==> src/rtl/bcd_pkg.sv <==
// Shared types and constants for the digit-serial BCD adder/subtractor.
package bcd_pkg;

  typedef logic [3:0] bcd_digit_t;

  typedef enum logic [1:0] {
    ST_IDLE,
    ST_BUSY,
    ST_DONE
  } bcd_serial_state_t;

  localparam int unsigned FLAG_ZERO    = 0;
  localparam int unsigned FLAG_CARRY   = 1;
  localparam int unsigned FLAG_INVALID = 2;

  function automatic logic is_invalid_digit(input bcd_digit_t d);
    return (d > 4'd9);
  endfunction

endpackage

==> src/rtl/bcd_digit_addsub.sv <==
// Combinational single BCD digit add/subtract step with decimal carry/borrow.
module bcd_digit_addsub
  import bcd_pkg::*;
(
  input  logic       add_sub,
  input  logic [3:0] a_d,
  input  logic [3:0] b_d,
  input  logic       c_in,
  output logic [3:0] r_d,
  output logic       c_out
);

  logic [4:0] w_t;
  logic       w_carry;

  always_comb begin
    if (add_sub) begin
      w_t = {1'b0, a_d} - {1'b0, b_d} - {4'b0000, c_in};
    end else begin
      w_t = {1'b0, a_d} + {1'b0, b_d} + {4'b0000, c_in};
    end
    // A negative subtract wraps to >= 22 mod 32, so one threshold serves both ops.
    w_carry = (w_t > 5'd9);
    if (w_carry) begin
      r_d = add_sub ? (w_t[3:0] - 4'd6) : (w_t[3:0] + 4'd6);
    end else begin
      r_d = w_t[3:0];
    end
    c_out = w_carry;
  end

endmodule

==> src/rtl/bcd_addsub_serial.sv <==
// Digit-serial packed-BCD adder/subtractor, one digit per clock, LSD first.
// Optional: define BCD_INVALID_DETECT_EN to report non-decimal operand digits in flags[2].
module bcd_addsub_serial
  import bcd_pkg::*;
#(
  parameter int unsigned DIGITS = 4
) (
  input  logic                  clk,
  input  logic                  reset,
  input  logic                  in_valid,
  output logic                  in_ready,
  input  logic                  add_sub,
  input  logic [4*DIGITS-1:0]   a,
  input  logic [4*DIGITS-1:0]   b,
  input  logic                  carry_in,
  output logic                  out_valid,
  input  logic                  out_ready,
  output logic [4*DIGITS-1:0]   r,
  output logic [3:0]            flags
);

  localparam int unsigned IW = (DIGITS > 1) ? $clog2(DIGITS) : 1;
  localparam logic [IW-1:0] LAST_IDX = IW'(DIGITS - 1);

  bcd_serial_state_t r_state;
  bcd_serial_state_t w_state_next;

  logic [4*DIGITS-1:0] r_a;
  logic [4*DIGITS-1:0] r_b;
  logic [4*DIGITS-1:0] r_r;
  logic                r_sub;
  logic                r_carry;
  logic [IW-1:0]       r_idx;
  logic [3:0]          r_flags;

  logic                w_accept;
  logic                w_last;
  logic [3:0]          w_a_d;
  logic [3:0]          w_b_d;
  logic [3:0]          w_r_d;
  logic                w_c_out;
  logic [4*DIGITS-1:0] w_r_next;
  logic                w_invalid;

  assign in_ready  = (r_state == ST_IDLE) | ((r_state == ST_DONE) & out_ready);
  assign out_valid = (r_state == ST_DONE);
  assign w_accept  = in_valid & in_ready;
  assign w_last    = (r_idx == LAST_IDX);
  assign r         = r_r;
  assign flags     = r_flags;

  always_comb begin
    w_a_d = r_a[4*r_idx +: 4];
    w_b_d = r_b[4*r_idx +: 4];
  end

  bcd_digit_addsub u_digit (
    .add_sub (r_sub),
    .a_d     (w_a_d),
    .b_d     (w_b_d),
    .c_in    (r_carry),
    .r_d     (w_r_d),
    .c_out   (w_c_out)
  );

  always_comb begin
    w_r_next = r_r;
    w_r_next[4*r_idx +: 4] = w_r_d;
  end

`ifdef BCD_INVALID_DETECT_EN
  always_comb begin
    w_invalid = 1'b0;
    for (int unsigned i = 0; i < DIGITS; i++) begin
      if (is_invalid_digit(r_a[4*i +: 4]) || is_invalid_digit(r_b[4*i +: 4])) begin
        w_invalid = 1'b1;
      end
    end
  end
`else
  assign w_invalid = 1'b0;
`endif

  always_ff @(posedge clk) begin
    if (reset) begin
      r_state <= ST_IDLE;
    end else begin
      r_state <= w_state_next;
    end
  end

  always_comb begin
    w_state_next = r_state;
    unique case (r_state)
      ST_IDLE: begin
        if (in_valid) w_state_next = ST_BUSY;
      end
      ST_BUSY: begin
        if (w_last) w_state_next = ST_DONE;
      end
      ST_DONE: begin
        // Back-to-back: a consumed result can be replaced on the same edge.
        if (out_ready) w_state_next = in_valid ? ST_BUSY : ST_IDLE;
      end
      default: w_state_next = ST_IDLE;
    endcase
  end

  always_ff @(posedge clk) begin
    if (reset) begin
      r_a     <= '0;
      r_b     <= '0;
      r_r     <= '0;
      r_sub   <= 1'b0;
      r_carry <= 1'b0;
      r_idx   <= '0;
      r_flags <= '0;
    end else if (w_accept) begin
      r_a     <= a;
      r_b     <= b;
      r_sub   <= add_sub;
      r_carry <= carry_in;
      r_r     <= '0;
      r_idx   <= '0;
      r_flags <= '0;
    end else if (r_state == ST_BUSY) begin
      r_r     <= w_r_next;
      r_carry <= w_c_out;
      if (w_last) begin
        r_idx                 <= '0;
        r_flags[FLAG_ZERO]    <= (w_r_next == '0);
        r_flags[FLAG_CARRY]   <= w_c_out;
        r_flags[FLAG_INVALID] <= w_invalid;
        r_flags[3]            <= 1'b0;
      end else begin
        r_idx <= r_idx + IW'(1);
      end
    end
  end

endmodule

==> config.mk <==
export PLATFORM = sky130hd
export DESIGN_NAME = bcd_addsub_serial
export DESIGN_NICKNAME = d
export VERILOG_FILES = /design/src/rtl/bcd_pkg.sv /design/src/rtl/bcd_digit_addsub.sv /design/src/rtl/bcd_addsub_serial.sv
export SDC_FILE = /design/constraint.sdc
export NUM_CORES = 1
export LEC_CHECK = 0
export ABC_CLOCK_PERIOD_IN_PS = 4460
export BUFFER_PORTS_ARGS = -buffer_cell sky130_fd_sc_hd__buf_2
export CORE_UTILIZATION = 45
export DETAILED_ROUTE_END_ITERATION = 6
export PLACE_DENSITY = 0.67
export SYNTH_ARGS = -nofsm -noshare
export SYNTH_HDL_FRONTEND = slang
export SYNTH_SLANG_ARGS = --single-unit
==> constraint.sdc <==
create_clock -name clk -period 4.46 [get_ports clk]
set_clock_uncertainty 0.2 [all_clocks]
set_input_delay 0.669 -clock clk [delete_from_list [all_inputs] [get_ports clk]]
set_output_delay 0.669 -clock clk [all_outputs]
set_load 0.01 [all_outputs]
## Word-level counts from Yosys, hierarchy flattened

Index checks and enable logic that the tools add are counted.
W data, S select, Z words.

| word-level totals | value |
|---|---|
| output and inout port bits | 22 |
| bits in registers | 56 |
| logic and storage cells | 48 |
| input bits | 38 |

| cells by class | value |
|---|---|
| reductions and logical operators | 6 |
| bitwise logic cells | 3 |
| mux-type cells | 12 |
| equality and inequality tests | 6 |
| shift-type cells | 4 |
| $lt $le $gt $ge | 1 |
| add/sub/neg operators | 8 |

Operators by type and width:

| operator | number |
|---|---|
| $neg A4 Y34 | 1 |
| $shift A4 B34 Y16 const A | 1 |
| $shiftx A4 B34 Y16 | 1 |
| $shiftx A16 B5 Y4 | 2 |
| $bwmux W16 | 1 |
| $logic_not A16 Y1 | 1 |
| $mux W2 | 4 |
| $mux W4 | 2 |
| $pmux W2 S3 | 1 |
| $add A4 B4 Y5 | 1 |
| $add A5 B1 Y5 | 1 |
| $gt A5 B4 Y1 const B | 1 |
| $mux W5 | 1 |
| $sub A4 B4 Y5 | 1 |
| $sub A5 B1 Y5 | 1 |
| $add A4 B3 Y4 const B | 1 |
| $eq A2 B2 Y1 const B | 2 |
| $ne A2 B2 Y1 const B | 2 |
| $sub A4 B3 Y4 const B | 1 |
| $mux W1 | 3 |
| $reduce_and A3 Y1 | 1 |
| $add A2 B1 Y2 const B | 1 |
| $and A1 B1 Y1 | 2 |
| $eq A2 B1 Y1 const B | 1 |
| other kinds (6) | 6 |

## Logic depth before layout (Yosys ltp)

| logic depth | value |
|---|---|
| depth after elaboration | 10 |
| depth in mapped cells | 16 |
| depth with buffers taken out | 14 |

## Modules after synthesis

From an unflattened synthesis, not the netlist that was laid out.

| second synthesis, totals | value |
|---|---|
| cell total of the unflattened synthesis | 383 |
| area, all modules | 3194.3 sq um |

By module, submodules not included:

| module | area an instance (sq um) | times used | cells each | sequential area each (sq um) |
|---|---|---|---|---|
| bcd_addsub_serial | 2521.2 | 1 | 300 | 1121.1 |
| bcd_digit_addsub | 673.1 | 1 | 83 | 0.0 |

## Worst setup path after synthesis

OpenSTA, ideal clock, no wires.

| path | value |
|---|---|
| path type | register to register |
| start | register r_idx[0] |
| end | register r_r[11], in the netlist r[11] |
| buffers on the path | 2 |
| library setup time | 0.128 ns |
| arrival | 3.970 ns |
| data required time | 4.132 ns |
| period minus slack after synthesis | 4.298 ns |
| path slack | 0.162 ns |
| cell stages (with the launch flop) | 14 |
| path through | dfxtp_1 buf_6 clkbuf_1 mux4_2 fa_1 fa_1 a21o_1 ha_1 nor2_1 xnor3_1 a2111oi_0 o21ai_1 a32oi_1 nor2_1 |

| on the way | value |
|---|---|
| cells in the longest elaborated chain, start to end | 9 |
| elaborated cells on any way between the ends | 16 |
| those cells by class | add/sub (7); order compare (1); shift (4); mux (4) |

RTL lines:

| item | RTL line | RTL |
|---|---|---|
| from (decl) | bcd_addsub_serial.sv:33 | `logic [IW-1:0] r_idx;` |
| from (signal assigned) | bcd_addsub_serial.sv:136 | `r_idx <= r_idx + IW'(1);` |
| $shiftx A16 B5 Y4 (on tied branches) | bcd_addsub_serial.sv:53, bcd_addsub_serial.sv:54 |  |
| $add A4 B4 Y5 or $sub A4 B4 Y5 (tied branches) | bcd_digit_addsub.sv:20, bcd_digit_addsub.sv:18 |  |
| $add A5 B1 Y5 or $sub A5 B1 Y5 (tied branches) | bcd_digit_addsub.sv:20, bcd_digit_addsub.sv:18 |  |
| $mux W5 | bcd_digit_addsub.sv:17 | `if (add_sub) begin` |
| $add A4 B3 Y4 or $sub A4 B3 Y4 (tied branches) | bcd_digit_addsub.sv:25 | `r_d = add_sub ? (w_t[3:0] - 4'd6) : (w_t[3:0] + 4'd6);` |
| $mux W4 | bcd_digit_addsub.sv:25 |  |
| $mux W4 | bcd_digit_addsub.sv:24 | `if (w_carry) begin` |
| $shiftx A4 B34 Y16 | bcd_addsub_serial.sv:68 | `w_r_next[4*r_idx +: 4] = w_r_d;` |
| $bwmux W16 * | bcd_addsub_serial.sv:68 |  |
| to (signal assigned) | bcd_addsub_serial.sv:127 | `r_r <= w_r_next;` |
| to (decl) | bcd_addsub_serial.sv:30 | `logic [4*DIGITS-1:0] r_r;` |

Every way passes the cells marked *; elsewhere a longest branch is shown, timed or not.
A chain may end at the register's enable or synchronous reset.

## Worst setup path in the final report

Ends and elaborated chain as after synthesis.

==> flow_summary_export.csv <==
group,metric,value,unit
run_status,status,"complete, no violations",
setup_path,crit_required,4.46,ns
layout,diodes,0,
yosys,yosysMostFrequentCell,"nand2_1",
layout,fin_nets,480,
timing,maxSlewViolCount,0,
setup_path,crit_fanout,18,
global_route,grt_pass1_wl,12.36,mm
detailed_routing,drt_iter0_markers,147,
detailed_routing,wl,7.226,mm
global_route,grt_pass1_vias,2653,
yosys,synth_top_area_share,35.50,%
detailed_routing,wl_per_cell,13.87,um
layout,synthToLayoutAreaGrowth,15.29,%
global_route,grt_max_degree,38,
yosys,ys_ff_latch,56,
setup_path,crit_slowest_cell,"fa_1",
floorplanning,num_rows,30,
setup_path,critPathKind,"reg2reg",
timing,timing.final.crit_share,91.88,%
yosys,ys_warn_count,0,
clock_tree,clock_sinks,56,
global_route,grtUsageTotal,20.90,%
clock_tree,cts-resized-gates,0,
floorplanning,die_w,85.77,um
clock_tree,path_clk_slew,0.10,ns
clock_tree,tritoncts,"done",
power,leakagePower,1.493,nW
power,pwr-share-comb,27.2,%
global_route,grt_overflow_total,0,
detailed_routing,ant_nets,0,
floorplanning,coreArea,6794,um2
layout,regArea,1121,um2
timing,grt_setup_unrepaired,"no",
timing,holdWs,0.2599,ns
power,p_total,1.237,mW
clock_tree,htree_levels,2,
yosys,synth.avg_cell_area,8.421,um2
timing,finalSetupViolations,0,
layout,drive_gt1_share,20.71,%
power,p_sw_share,30.89,%
global_route,antenna_found_initial,0,
setup_path,crit_path_max_incr_delay,0.58,ns
yosys,synthCells,375,
clock_tree,cts_made_buffers,5,
timing,tightest_slew,1.158,ns
setup_path,crit_arrival,4.10,ns
power,p_switching,0.3820,mW
setup_path,crit_path_end_kind,"flip-flop",
yosys,synth_flop_cell,"dfxtp_1",
detailed_routing,first_pass_iters,7,
setup_path,worstPathCellList,"buf_4 > mux4_2 > inv_1 > fa_1 > fa_1 > a21o_1 > ha_1 > nor2_1 > xnor3_1 > a2111oi_0 > o21ai_1 > a32oi_1 > nor2_1",
layout,multi_input_area,1883,um2
power,p_int,0.8545,mW
place,place.gp.congestion,0.8631,
setup_path,start_kind,"flip-flop",
floorplanning,pin_count,60,
floorplanning,die_y,85.77,um
floorplanning,fp.dieArea,7356,um2
yosys,synth-edff-count,0,
yosys,ys_seq_area_share,35.50,%
yosys,synthTopCellsByArea,"dfxtp_1 35%, nand2_1 9.5%, a21oi_1 6.7%, ha_1 5.5%, mux4_2 5.0%",
power,seq_power_share,43.8,%
place,io_buffers,57,
yosys,async_flop_share,0,%
yosys,syn_area,3158,um2
timing,period_needed,4.098,ns
timing,finalSetupTns,0,ns
layout,fillers,655,
detailed_routing,vias,2800,
yosys,synth_commonest_cells,"80 x nand2_1, 56 x dfxtp_1, 42 x a21oi_1, 26 x nor2_1, 18 x inv_1",
power,power_density,339.6,nW/um2
layout,design_area,3641,um2
yosys,synth_cell_types,58,
yosys,synth_top_area_cell,"dfxtp_1",
clock_tree,cts_hold_buf,0,
clock_tree,clock_latency,0.30,ns
timing,hold_viol_final,0,
timing,max_clock_freq,244.0,MHz
floorplanning,initial_utilization,46.48,%
power,p_clk_share,29.0,%
detailed_routing,drc,0,
place,place_area,3515,um2
place,place.detailed.hpwl,5.473,mm
clock_tree,clockBufferDepth,2,
clock_tree,root_buffer,"clkbuf_8",
hold_path,hold_path.class,"reg2reg",
job,drv_cap,0,
clock_tree,postCtsSetupRepairBufs,0,
detailed_routing,avgViaCountPerCell,5.374,
power,vdd_drop_max,165.0,uV
timing,relSlewSlack,22.71,%
==> cells in the final DEF (no fill, tap or decap), drive strengths merged, types with 4 or more instances in the layout <==
| cell | count |
|---|---|
| buf | 62 |
| nor4 | 9 |
| ha | 14 |
| mux4 | 9 |
| nor2 | 26 |
| nand2 | 80 |
| nand3 | 4 |
| nor3 | 8 |
| o21ai | 6 |
| clkbuf | 7 |
| dfxtp | 56 |
| nor2b | 4 |
| a22oi | 13 |
| a21oi | 42 |
| fa | 4 |
| a31oi | 4 |
| inv | 18 |
| nand2b | 7 |
==> cells by family after synthesis <==
kind of cell / synth area share, %
xor+xnor: 2.615
compound gates: 19.22
buf+inv: 5.190
flops: 35.50
fa+ha+maj: 8.083
mux: 7.964
simple gates: 21.32
other cells: 0.1187
==> final timing paths <==
check	start	end	slack [ns]	cells past startpoint
worst max-delay path	r_idx[0]	r[11]	0.36	13
worst min register to register	r_b[6]	r_b[6]	0.26	2
worst min-delay path	r_b[6]	r_b[6]	0.26	2
worst max register to register	r_idx[0]	r[11]	0.36	13
==> layer usage <==
layer	up-vias	part of all wire [%]	track usage [%]
met4	0	0.82	5.758
li1	1407	-	-
met1	1305	47	29.05
met5	-	0	0
met2	82	47	33.89
met3	6	4.6	3.272
==> power groups by stage <==
stage | Sequential (mW) | Clock [mW] | Combinational [mW]
detailed placement | 0.553 | 0 | 0.333
CTS | 0.541 | 0.367 | 0.334
finish | 0.541 | 0.359 | 0.336
global route | 0.544 | 0.383 | 0.374
floorplan | 0.546 | 0 | 0.256
global placement | 0.551 | 0 | 0.331
==> sequential cells by signal, indices dropped and copies added, names as in the netlist <==
name,flops
r_idx,2
r_sub,1
r_b,16
r_state,2
r,16
flags,2
r_a,16
r_carry,1
==> through the flow <==
stage	setup WS [ns]	utilization, %	cells
floorplan	0.1625	-	376
global placement	0.5193	51.73	513
detailed placement	0.4074	51.73	513
CTS	0.3785	53.59	521
global route	0.1174	53.59	521
finish	0.3621	53.59	521
==> area by class of cell <==
class | count | area share (%)
clock inverter | 1 | 0.8247
multi-input combinational | 281 | 51.72
sequential | 56 | 30.79
clock buffer | 7 | 2.646
timing repair buffer | 62 | 8.866
tap | 96 | 3.299
inverter | 18 | 1.856
==> worst max-delay path, delay by kind of cell, from the launching register on <==
| family | cells | cell delay (ns) |
|---|---|---|
| multiplexers | 1 | 0.26 |
| buffers and inverters | 2 | 0.32 |
| AND/OR/NAND/NOR | 2 | 0.18 |
| flip-flops | 1 | 0.37 |
| AO/OA/AOI/OAI | 4 | 1.16 |
| adder cells (fa/ha/maj) | 3 | 1.27 |
| XOR/XNOR | 1 | 0.25 |
Power figures use the tool's default switching activity.
